===== config.mk =====
export PLATFORM = sky130hd
export DESIGN_NAME = ex_muldiv
export DESIGN_NICKNAME = d
export VERILOG_FILES = /design/src/rtl/ex_muldiv_pkg.sv /design/src/rtl/ex_muldiv_neg.sv /design/src/rtl/ex_muldiv.sv
export SDC_FILE = /design/constraint.sdc
export NUM_CORES = 1
export LEC_CHECK = 0
export CORE_ASPECT_RATIO = 2
export CORE_UTILIZATION = 65
export DETAILED_ROUTE_END_ITERATION = 7
export DONT_BUFFER_PORTS = 1
export PLACE_DENSITY = 0.81
export SYNTH_ARGS = -nofsm -noshare
export SYNTH_HDL_FRONTEND = slang
export SYNTH_HIERARCHICAL = 1
export SYNTH_SLANG_ARGS = --single-unit

===== constraint.sdc =====
create_clock -name clk -period 9.6 [get_ports clk]
set_input_delay 1.92 -clock clk [delete_from_list [all_inputs] [get_ports clk]]
set_output_delay 1.92 -clock clk [all_outputs]
set_load 0.03 [all_outputs]

===== src/rtl/ex_muldiv_pkg.sv =====
// Shared opcode codes, state encoding and sizes for the EX-stage multiply/divide unit.
package ex_muldiv_pkg;

  localparam int unsigned RegAddrW = 5;
  localparam int unsigned MdOpW    = 3;

  localparam logic [MdOpW-1:0] InstMul    = 3'd0;
  localparam logic [MdOpW-1:0] InstMulh   = 3'd1;
  localparam logic [MdOpW-1:0] InstMulhsu = 3'd2;
  localparam logic [MdOpW-1:0] InstMulhu  = 3'd3;
  localparam logic [MdOpW-1:0] InstDiv    = 3'd4;
  localparam logic [MdOpW-1:0] InstDivu   = 3'd5;
  localparam logic [MdOpW-1:0] InstRem    = 3'd6;
  localparam logic [MdOpW-1:0] InstRemu   = 3'd7;

  localparam logic [6:0] InstTypeM = 7'b0000001;

  typedef enum logic [1:0] {MdIdle, MdCalc, MdSignFix, MdDone} md_state_e;

  // funct3[2] clear selects the multiply family.
  function automatic logic is_mul_op(logic [MdOpW-1:0] op);
    return !op[2];
  endfunction

endpackage


===== src/rtl/ex_muldiv_neg.sv =====
// Combinational conditional two's-complement: out = en ? -in : in.
module ex_muldiv_neg #(
  parameter int unsigned XLEN = 32
) (
  input  logic            en_i,
  input  logic [XLEN-1:0] in_i,
  output logic [XLEN-1:0] out_o
);

  assign out_o = en_i ? (~in_i + XLEN'(1)) : in_i;

endmodule


===== src/rtl/ex_muldiv.sv =====
// Iterative RV32M/RV64M multiply (radix-2 shift-add) and divide (restoring) unit.
// Define EX_MULDIV_ZERO_SKIP_EN to finish multiplies with a zero operand in one cycle.
module ex_muldiv
  import ex_muldiv_pkg::*;
#(
  parameter  int unsigned XLEN  = 32,
  localparam int unsigned CNT_W = $clog2(XLEN) + 1
) (
  input  logic                clk,
  input  logic                rstn,
  input  logic                start_i,
  input  logic                flush_i,
  input  logic [MdOpW-1:0]    op_i,
  input  logic [XLEN-1:0]     op1_i,
  input  logic [XLEN-1:0]     op2_i,
  input  logic [RegAddrW-1:0] rd_addr_i,
  output logic                busy_o,
  output logic                done_o,
  output logic [XLEN-1:0]     result_o,
  output logic [RegAddrW-1:0] rd_addr_o,
  output logic                regs_wen_o
);

  md_state_e             state_q;
  logic [CNT_W-1:0]      cnt_q;
  logic [MdOpW-1:0]      op_q;
  logic                  sign_q;
  logic [XLEN-1:0]       b_q;
  logic [2*XLEN-1:0]     acc_q;
  logic [XLEN-1:0]       result_q;
  logic [RegAddrW-1:0]   rd_pend_q, rd_q;
  logic                  done_q;

  logic                  op1_signed, op2_signed, op1_neg, op2_neg, res_sign;
  logic                  div_zero, div_ovf, zero_mul;
  logic [XLEN-1:0]       op1_mag, op2_mag, special_res;
  logic [XLEN-1:0]       acc_hi, acc_lo;
  logic [XLEN:0]         mul_sum, div_shift, div_diff;
  logic                  div_ge;
  logic [2*XLEN-1:0]     mul_next, div_next;
  logic                  lo_sel, mulh_op;
  logic [XLEN-1:0]       fix_in, fix_neg, fixed_res;

  always_comb begin
    op1_signed  = op_i inside {InstMulh, InstMulhsu, InstDiv, InstRem};
    op2_signed  = op_i inside {InstMulh, InstDiv, InstRem};
    op1_neg     = op1_signed & op1_i[XLEN-1];
    op2_neg     = op2_signed & op2_i[XLEN-1];
    // Remainder takes the dividend's sign; product and quotient take the XOR.
    res_sign    = op_i[2] & op_i[1] ? op1_neg : (op1_neg ^ op2_neg);
    div_zero    = op_i[2] && (op2_i == '0);
    div_ovf     = (op_i == InstDiv || op_i == InstRem) &&
                  (op1_i == {1'b1, {(XLEN-1){1'b0}}}) && (op2_i == '1);
    special_res = div_zero ? (op_i[1] ? op1_i : '1) : (op_i[1] ? '0 : op1_i);
`ifdef EX_MULDIV_ZERO_SKIP_EN
    zero_mul    = is_mul_op(op_i) && (op1_i == '0 || op2_i == '0);
`else
    zero_mul    = 1'b0;
`endif
  end

  ex_muldiv_neg #(.XLEN(XLEN)) u_neg_op1 (.en_i(op1_neg), .in_i(op1_i), .out_o(op1_mag));
  ex_muldiv_neg #(.XLEN(XLEN)) u_neg_op2 (.en_i(op2_neg), .in_i(op2_i), .out_o(op2_mag));

  always_comb begin
    acc_hi    = acc_q[2*XLEN-1:XLEN];
    acc_lo    = acc_q[XLEN-1:0];
    mul_sum   = {1'b0, acc_hi} + (acc_lo[0] ? {1'b0, b_q} : '0);
    mul_next  = {mul_sum, acc_lo[XLEN-1:1]};
    div_shift = acc_q[2*XLEN-1:XLEN-1];
    div_diff  = div_shift - {1'b0, b_q};
    div_ge    = div_shift >= {1'b0, b_q};
    div_next  = {(div_ge ? div_diff[XLEN-1:0] : div_shift[XLEN-1:0]), acc_lo[XLEN-2:0], div_ge};
    lo_sel    = (op_q == InstMul) || (op_q == InstDiv) || (op_q == InstDivu);
    mulh_op   = is_mul_op(op_q) && (op_q != InstMul);
    fix_in    = lo_sel ? acc_lo : acc_hi;
  end

  ex_muldiv_neg #(.XLEN(XLEN)) u_neg_res (.en_i(sign_q), .in_i(fix_in), .out_o(fix_neg));

  // Negating the high half of a 2*XLEN product only carries in when the low half is zero.
  assign fixed_res = (mulh_op && sign_q && acc_lo != '0) ? ~acc_hi : fix_neg;

  always_ff @(posedge clk or negedge rstn) begin
    if (!rstn) begin
      state_q   <= MdIdle;
      cnt_q     <= '0;
      op_q      <= '0;
      sign_q    <= 1'b0;
      b_q       <= '0;
      acc_q     <= '0;
      result_q  <= '0;
      rd_pend_q <= '0;
      rd_q      <= '0;
      done_q    <= 1'b0;
    end else begin
      done_q <= 1'b0;
      unique case (state_q)
        MdIdle: begin
          if (start_i && !flush_i) begin
            op_q      <= op_i;
            rd_pend_q <= rd_addr_i;
            if (div_zero || div_ovf || zero_mul) begin
              result_q <= (div_zero || div_ovf) ? special_res : '0;
              rd_q     <= rd_addr_i;
              done_q   <= 1'b1;
              state_q  <= MdDone;
            end else begin
              sign_q  <= res_sign;
              b_q     <= op_i[2] ? op2_mag : op1_mag;
              acc_q   <= {{XLEN{1'b0}}, (op_i[2] ? op1_mag : op2_mag)};
              cnt_q   <= CNT_W'(XLEN);
              state_q <= MdCalc;
            end
          end
        end
        MdCalc: begin
          if (flush_i) begin
            state_q <= MdIdle;
          end else begin
            acc_q <= op_q[2] ? div_next : mul_next;
            cnt_q <= cnt_q - CNT_W'(1);
            if (cnt_q == CNT_W'(1)) state_q <= MdSignFix;
          end
        end
        MdSignFix: begin
          if (flush_i) begin
            state_q <= MdIdle;
          end else begin
            result_q <= fixed_res;
            rd_q     <= rd_pend_q;
            done_q   <= 1'b1;
            state_q  <= MdDone;
          end
        end
        MdDone: state_q <= MdIdle;
        default: state_q <= MdIdle;
      endcase
    end
  end

  assign busy_o     = (state_q != MdIdle);
  assign done_o     = done_q;
  assign regs_wen_o = done_q;
  assign result_o   = result_q;
  assign rd_addr_o  = rd_q;

endmodule


== Word level (Yosys, flattened, before mapping) ==
Index checks and enable logic that the tools add are counted.
Widths: inputs -> output; s select.
Storage, ports and cells
  bits of input ports: 76
  output and inout port bits: 40
  word-level logic and storage cells: 112
  bits in registers: 151
Cells by class
  reduce and logical (&&, ||, !) cells: 28
  bitwise logic cells: 9
  eq/ne operators: 18
  magnitude comparators: 1
  add/subtract/negate cells: 6
  muxes and demuxes: 40
Operators by type and width (count)
  $mux 32: 15
  $mux 64: 4
  $not 32->32: 4
  $pmux 64 s2: 1
  $add 32x1->32 const B: 3
  $eq 32x32->1 const B: 2
  $pmux 32 s2: 1
  $add 32x32->33: 1
  $ge 33x32->1: 1
  $logic_not 32->1: 1
  $reduce_bool 32->1: 1
  $sub 32x32->32: 1
  $mux 6: 3
  $mux 5: 3
  $eq 3x3->1 const B: 4
  $pmux 6 s2: 1
  $mux 2: 5
  $ne 2x2->1 const B: 5
  $pmux 5 s2: 1
  $pmux 2 s4: 1
  $reduce_and 4->1: 2
  $logic_and 1x1->1: 7
  $eq 6x1->1 const B: 1
  $reduce_bool 2->1: 3
  other kinds (19): 31

== Logic depth before layout (Yosys ltp) ==
Gate-level depths: netlist of run 1.
  word-level depth: 10
  depth in mapped cells: 15
  mapped depth without buffers: 14

== Hierarchy ==
The synthesis of run 1 kept the hierarchy.
Modules (own cells, without submodules)
  ex_muldiv: area each 12824.8 um2, times used 1, sequential area each 3778.6 um2, cells each 1547
  ex_muldiv_neg: area each 777.0 um2, times used 3, sequential area each 0.0 um2, cells each 99

== Least setup slack after synthesis of run 1 ==
Ideal clock, no wire load.
  path type: in2reg
  start: in op1_i[1]
  end: reg cnt_q[3]
  path slack: 5599 ps
  data required time: 9468 ps
  stages on the path: 9
  library setup time: 132 ps
  arrival time: 3870 ps
  path buffers: 2
  path through: or4b_2 -> o41ai_2 -> nand2_1 -> o21ai_1 -> buf_2 -> buf_2 -> nor2_1 -> xnor2_1 -> nor2_1
On the way
  cells in the longest elaborated chain, start to end: 6
Ends and longest elaborated chain
  start: declaration: RTL line ex_muldiv.sv:14  | input logic [XLEN-1:0] op1_i,
  $eq 32x32->1: RTL line ex_muldiv.sv:53  | (op1_i == {1'b1, {(XLEN-1){1'b0}}}) && (op2_i == '1);
  $logic_and 1x1->1: RTL line ex_muldiv.sv:52  | div_ovf = (op_i == InstDiv || op_i == InstRem) &&
  $logic_and 1x1->1: RTL line ex_muldiv.sv:53
  $logic_or 1x1->1: RTL line ex_muldiv.sv:103  | if (div_zero || div_ovf || zero_mul) begin
  $ne 2x2->1 (no source line)
  $reduce_and 4->1 (no source line)
  end signal: assignment: RTL line ex_muldiv.sv:112  | cnt_q <= CNT_W'(XLEN);
  end signal: assignment: RTL line ex_muldiv.sv:122  | cnt_q <= cnt_q - CNT_W'(1);
  end: declaration: RTL line ex_muldiv.sv:25  | logic [CNT_W-1:0] cnt_q;
No other way between the ends.
A chain may end at the register's enable or synchronous reset.

== Final worst setup path of run 1 ==
  start: in op2_i[27]
  end: reg acc_q[35]
On the way
  cells in the longest elaborated chain, start to end: 5
  elaborated cells on any way between the ends: 7
  those cells by class: 2 x eq/ne; 5 x reduce/logical
Ends and longest elaborated chain
  start: declaration: RTL line ex_muldiv.sv:15  | input logic [XLEN-1:0] op2_i,
  $eq 32x32->1 / $logic_not 32->1 (equally long branches): RTL line ex_muldiv.sv:53, ex_muldiv.sv:51
  $logic_and 1x1->1, on equally long branches: RTL line ex_muldiv.sv:53, ex_muldiv.sv:51
  $logic_or 1x1->1 *: RTL line ex_muldiv.sv:103
  $ne 2x2->1 (no source line) *
  $reduce_and 4->1 (no source line) *
  end signal: assignment: RTL line ex_muldiv.sv:111  | acc_q <= {{XLEN{1'b0}}, (op_i[2] ? op1_mag : op2_mag)};
  end signal: assignment: RTL line ex_muldiv.sv:121  | acc_q <= op_q[2] ? div_next : mul_next;
  end: declaration: RTL line ex_muldiv.sv:29  | logic [2*XLEN-1:0] acc_q;
Mark *: on every way between the ends. The rest lies on a longest branch, timed or not.

==> results of run 1 <==
==> sequential cells by signal (all words and copies together) (netlist names) <==
signal / count
state_q: 2
acc_q: 64
sign_q: 1
rd_pend_q: 5
result_o: 32
rd_addr_o: 5
cnt_q: 6
b_q: 32
done_o: 1
op_q: 3
==> power by group <==
group / switching, uW / internal (uW)
Clock: 307 / 368
Sequential: 477 / 903
Combinational: 2080 / 1400
Total: 2860 / 2670
==> metrics by stage <==
step | total power (uW) | util (%) | cells | cell area (um2) | hold slack [ns]
after detailed placement | 4769 | 67.08 | 2034 | 15250 | 0.5073
final | 5532 | 69.64 | 2066 | 15840 | 0.5208
after global routing | 5937 | 69.64 | 2066 | 15840 | 0.5374
after global placement | 4685 | 67.08 | 2034 | 15250 | 0.4901
after CTS | 5465 | 69.64 | 2066 | 15840 | 0.5233
after floorplan | 3983 | - | 1844 | 15160 | 0.4648
==> logic make-up after synthesis <==
group | after synthesis | synth area share [%]
buffers and inverters | 171 | 4.508
adders and majority gates | 102 | 8.008
and+or+nand+nor | 554 | 19.00
DFF | 151 | 24.93
muxes | 161 | 11.21
AOI/OAI and AO/OA | 560 | 23.96
xor gates and xnor gates | 145 | 8.379
==> final timing paths <==
path,from,to,slack (ns),cells after the start
min in group asynchronous,rstn,result_o[11],1.16,0
worst max-delay path,op2_i[27],acc_q[35],4.93,10
max in group asynchronous,rstn,result_o[22],8.15,0
worst min-delay path,rd_pend_q[4],rd_pend_q[4],0.52,1
worst min register to register,rd_pend_q[4],rd_pend_q[4],0.52,1
worst max register to register,acc_q[51],acc_q[62],5.62,10
==> cells in the final DEF (no fill, tap or decap), types with 66 or more instances in the layout <==
| cell | count |
|---|---|
| a21oi_1 | 136 |
| dfrtp_1 | 150 |
| ha_1 | 69 |
| inv_1 | 66 |
| mux2_2 | 70 |
| mux2i_1 | 91 |
| nand2_1 | 188 |
| nor2_1 | 123 |
| o21ai_0 | 162 |
| xnor2_1 | 133 |
==> area by class of cell <==
cell class	count	share of cell area, %
multi-input combinational	1522	67.97
clock inverter	15	0.9877
tap	280	2.212
inverter	66	1.564
sequential	151	23.87
timing repair buffer	15	0.7111
clock buffer	17	2.686
==> metal layers <==
metal	up-vias	GRT usage, %	share of wire, %
met4	0	30.76	7.9
met5	-	0	0
met2	605	69.92	50
met3	208	7.113	6.0
met1	6913	44.54	36
li1	6617	-	-
==> metrics, run 1 <==
register area=0.003780 mm2; Total Die Area=0.02397 mm2; CTS root buf=clkbuf_16; clk_lat worst skew=0.45 ns; postcts setup bufs=0; Wirelength per Cell=22.87 um; pre-CTS setup slack=4.503 ns; Rows=78; fraction of layout cells with a size suffix above 1=9.462%; CTS tree=yes; drt total wl=47240 um; Final Cycle Share=48.67%; DR iter-0 viols=1121; Mapped Nets=1991; sequential-to-total area share from yosys stat=24.93%; pin count of the biggest net entering global routing=152; Syn Inst Count=1844; vias in the first global route=14.40k; crit path time final=4.672 ns; clock skew=0.009309 ns; drt pass-1 iters=6; PwrDens=349.3 mW/mm2; Worst Max-Slew Pin Slew=1.229 ns; final hold vios=0; P_leak=0.006513 uW; final setup margin=4.928 ns; GPL Wtd Cong=0.9614; Max Fclk=214.0 MHz; Worst EP arrival=5.03 ns; Synth cell types=78; TritonCTS buffer count=17; Mapped Area=0.01516 mm2; Post-synth EDFFs=0; Bufs on Longest Clock Path=2; data required time of the worst path=9.95 ns; Vias/cell=6.942; GRT Overall Usage=41.15%; Final #Nets=1920; Crit path buffers/inverters=2; RSZ-0062 raised after global routing=no; cell family with most CP delay=simple AND/OR/NAND/NOR gates; Initial Util=66.65%; Residual DRC=0; clock slew at reported path FFs=0.07 ns; Multi-input gate area=0.01076 mm2; Ys Warns=6; predominant post-synthesis flop cell=dfrtp_1; Synth top cells by count=188 x nand2_1, 162 x o21ai_0, 151 x dfrtp_1, 138 x a21oi_1, 133 x xnor2_1; max-cap viol count=0; Peak VDD IR=207.9 uV; TNS Setup=0 ns; Synth Area per Inst=8.219 um2; I/O Buffers=0; asr flop ratio synth=100.0%; CTS H-tree lvls=4; slowest cell on the critical path=buf_4; critical setup path kind=in2reg; highest cell delay on the worst timing path=0.73 ns; FF+latch count, synth=151; Vias=14.34k; CTS Sinks=151; Crit Path Max Fanout=77; Most common cell on crit path=buf_4; worst hold-check path type=reg2reg; Ports=116; largest area contributor in the netlist=dfrtp_1; Hold-fix buffers, CTS=0; initial antenna violation count=0; cells along the critical path=nor4_1, nand4_1, or4_1, o41ai_2, buf_4, nand2_1, o21ai_4, buf_4, a22oi_1, o21ai_1; Layout area overhead=4.483%; count leader, synth=nand2_1; final number of setup-violating endpoints=0; Yosys top cell area share=24.93%; relative slew slack=18.08%; total inserted antenna cells=0; die width=110.0 um; grt ovf=0; Max Slew Vio Count=0; core area=0.02274 mm2; first-pass GRT wire length=74310 um; post-DP HPWL=36100 um; post-route ant nets=0; Synth area leaders=dfrtp_1 25%, xnor2_1 7.7%, mux2i_1 6.0%; post-cts sizing count=0; crit start category=input port; filler instances=1901; status=finished, final reports clean; Die H=217.9 um; Crit. End Element=flop
No activity file was read; power rests on OpenSTA's default activity.
==> inputs of run 2 (changes only) <==
--- a/config.mk
+++ b/config.mk
@@ -6,10 +6,10 @@
 export NUM_CORES = 1
 export LEC_CHECK = 0
 export CORE_ASPECT_RATIO = 2
-export CORE_UTILIZATION = 65
+export CORE_UTILIZATION = 60
 export DETAILED_ROUTE_END_ITERATION = 7
 export DONT_BUFFER_PORTS = 1
-export PLACE_DENSITY = 0.81
+export PLACE_DENSITY = 0.79
 export SYNTH_ARGS = -nofsm -noshare
 export SYNTH_HDL_FRONTEND = slang
 export SYNTH_HIERARCHICAL = 1
==> constraint.sdc (replaced) <==
create_clock -name clk -period 3.7 [get_ports clk]
set_input_delay 0.74 -clock clk [delete_from_list [all_inputs] [get_ports clk]]
set_output_delay 0.74 -clock clk [all_outputs]
set_load 0.03 [all_outputs]
==> run 2 against run 1 <==
Net effect: setup slack got worse by 4.7 ns; sequential power increased to 2.6 times the previous value; hold slack got worse by 0.36 ns; first-iteration DRC count increased by 2.9%; critical path depth increased by 3; wire length increased by 4.4%; die area increased by 8.2%; utilization decreased by 4.3 points; combinational power increased to 2.8 times the previous value; non-clock buffer count increased by 40; register-to-register slack got worse by 5.4 ns.
==> metrics, run 2 (synthesized netlist as in run 1, its figures left out) <==
Max Fclk=285.6 MHz; final number of setup-violating endpoints=0; grt ovf=0; Bufs on Longest Clock Path=2; Die H=226.8 um; clk_lat worst skew=0.45 ns; vias in the first global route=14.46k; fraction of layout cells with a size suffix above 1=11.56%; Post-Layout Inst Area=0.01629 mm2; TritonCTS buffer count=17; Worst Max-Slew Pin Slew=0.8751 ns; post-route ant nets=0; clock slew at reported path FFs=0.07 ns; die width=114.4 um; Wirelength per Cell=22.81 um; drt total wl=49320 um; crit start category=flop; P_leak=0.006716 uW; status=finished, final reports clean; commonest non-fill, non-tap cell in the layout=nand2_1; Total Die Area=0.02594 mm2; final hold vios=0; TNS Setup=0 ns; Max Slew Vio Count=0; clock skew=0.01624 ns; CTS tree=yes; critical setup path kind=reg2reg; relative slew slack=41.44%; Placed Cells=2126; max FFs per register=64; GRT Overall Usage=38.74%; Rows=82; Layout Cells excl Fill=2162; Multi-input gate area=0.01077 mm2; total inserted antenna cells=0; Vias/cell=6.755; initial antenna violation count=0; CTS Sinks=151; data required time of the worst path=4.08 ns; Crit Path Max Fanout=3; Ports=116; max-cap viol count=0; drt pass-1 iters=5; Largest Register=acc_q; Initial Util=60.79%; worst hold-check path type=in2async; PwrDens=913.1 mW/mm2; register area=0.003780 mm2; Peak VDD IR=522.8 uV; CTS root buf=clkbuf_16; filler instances=2195; Crit. End Element=flop; Vias=14.60k; Worst EP arrival=3.88 ns; most frequent cells in the layout=188 x nand2_1, 162 x o21ai_0, 150 x dfrtp_1; Final #Nets=1960; Residual DRC=0; core area=0.02493 mm2; CTS H-tree lvls=4; first-pass GRT wire length=76430 um; crit path time final=3.501 ns; RSZ-0062 raised after global routing=no; internal reg-to-reg setup slack=0.20 ns; placed inst area=0.01564 mm2; Final Cycle Share=94.63%; I/O Buffers=0; DR iter-0 viols=1153; Layout area overhead=7.513%; post-DP HPWL=37380 um; pin count of the biggest net entering global routing=99; GPL Wtd Cong=1.010
==> run 2: area by class of cell <==
type | count | area share (%)
Sequential cell | 151 | 23.20
Timing Repair Buffer | 55 | 3.087
Clock inverter | 15 | 0.8984
Clock buffer | 17 | 2.611
Multi-Input combinational cell | 1522 | 66.11
Inverter | 66 | 1.520
Tap cell | 336 | 2.580
==> run 2: what timing repair did <==
action	4_1_cts	5_1_grt
hold endpoints to repair	98	0
buffers inserted	0	2
setup endpoints to repair	0	6
hold buffers	2	0
resized for setup	0	3
==> run 2: worst paths after layout <==
check                             startpoint            to  depth (start not counted)
min in group clk                     flush_i    state_q[1]                          1
worst max register to register     acc_q[31]     acc_q[62]                         13
worst max-delay path               acc_q[31]     acc_q[62]                         13
max in group asynchronous               rstn     acc_q[60]                          1
worst min-delay path                    rstn       b_q[22]                          1
worst min register to register  rd_pend_q[0]  rd_pend_q[0]                          1
==> run 2: power breakdown <==
group	internal (uW)	leakage [uW]	total, uW	switching [uW]
clock network	942	0.000269	1750	805
logic	3920	0.00457	9610	5680
registers	2340	0.00187	3520	1180
==> run 2: per-layer routing <==
layer  global-route usage (%)  share of wire [%]  vias up
li1                         -                  -     6715
met5                        0                  0        -
met1                    41.09                 36     6989
met2                    69.11                 51      663
met4                    28.82                8.1        0
met3                    4.999                4.9      237
==> run 2: critical path, stage by stage, from the launching register on <==
cell and delay (ns):
dfrtp_1 0.38, inv_1 0.05, ha_1 0.15, inv_1 0.06, fa_1 0.43, a211oi_1 0.35, o21ai_1 0.17, a22o_1 0.24
o31ai_1 0.32, a21oi_1 0.21, a41o_1 0.31, o31a_1 0.24, o311ai_1 0.31, a32o_1 0.21
==> run 2: metrics by stage <==
step	worst slack (ns)	util (%)	hold slack [ns]	total power (uW)
after floorplan	0.5597	-	0.4444	10340
after global placement	0.2360	62.75	0.4486	12590
after detailed placement	0.1617	62.75	0.4481	12790
after CTS	0.1392	65.26	0.1701	14640
after global routing	0.004263	65.36	0.1762	15880
final	0.1987	65.36	0.1635	14880
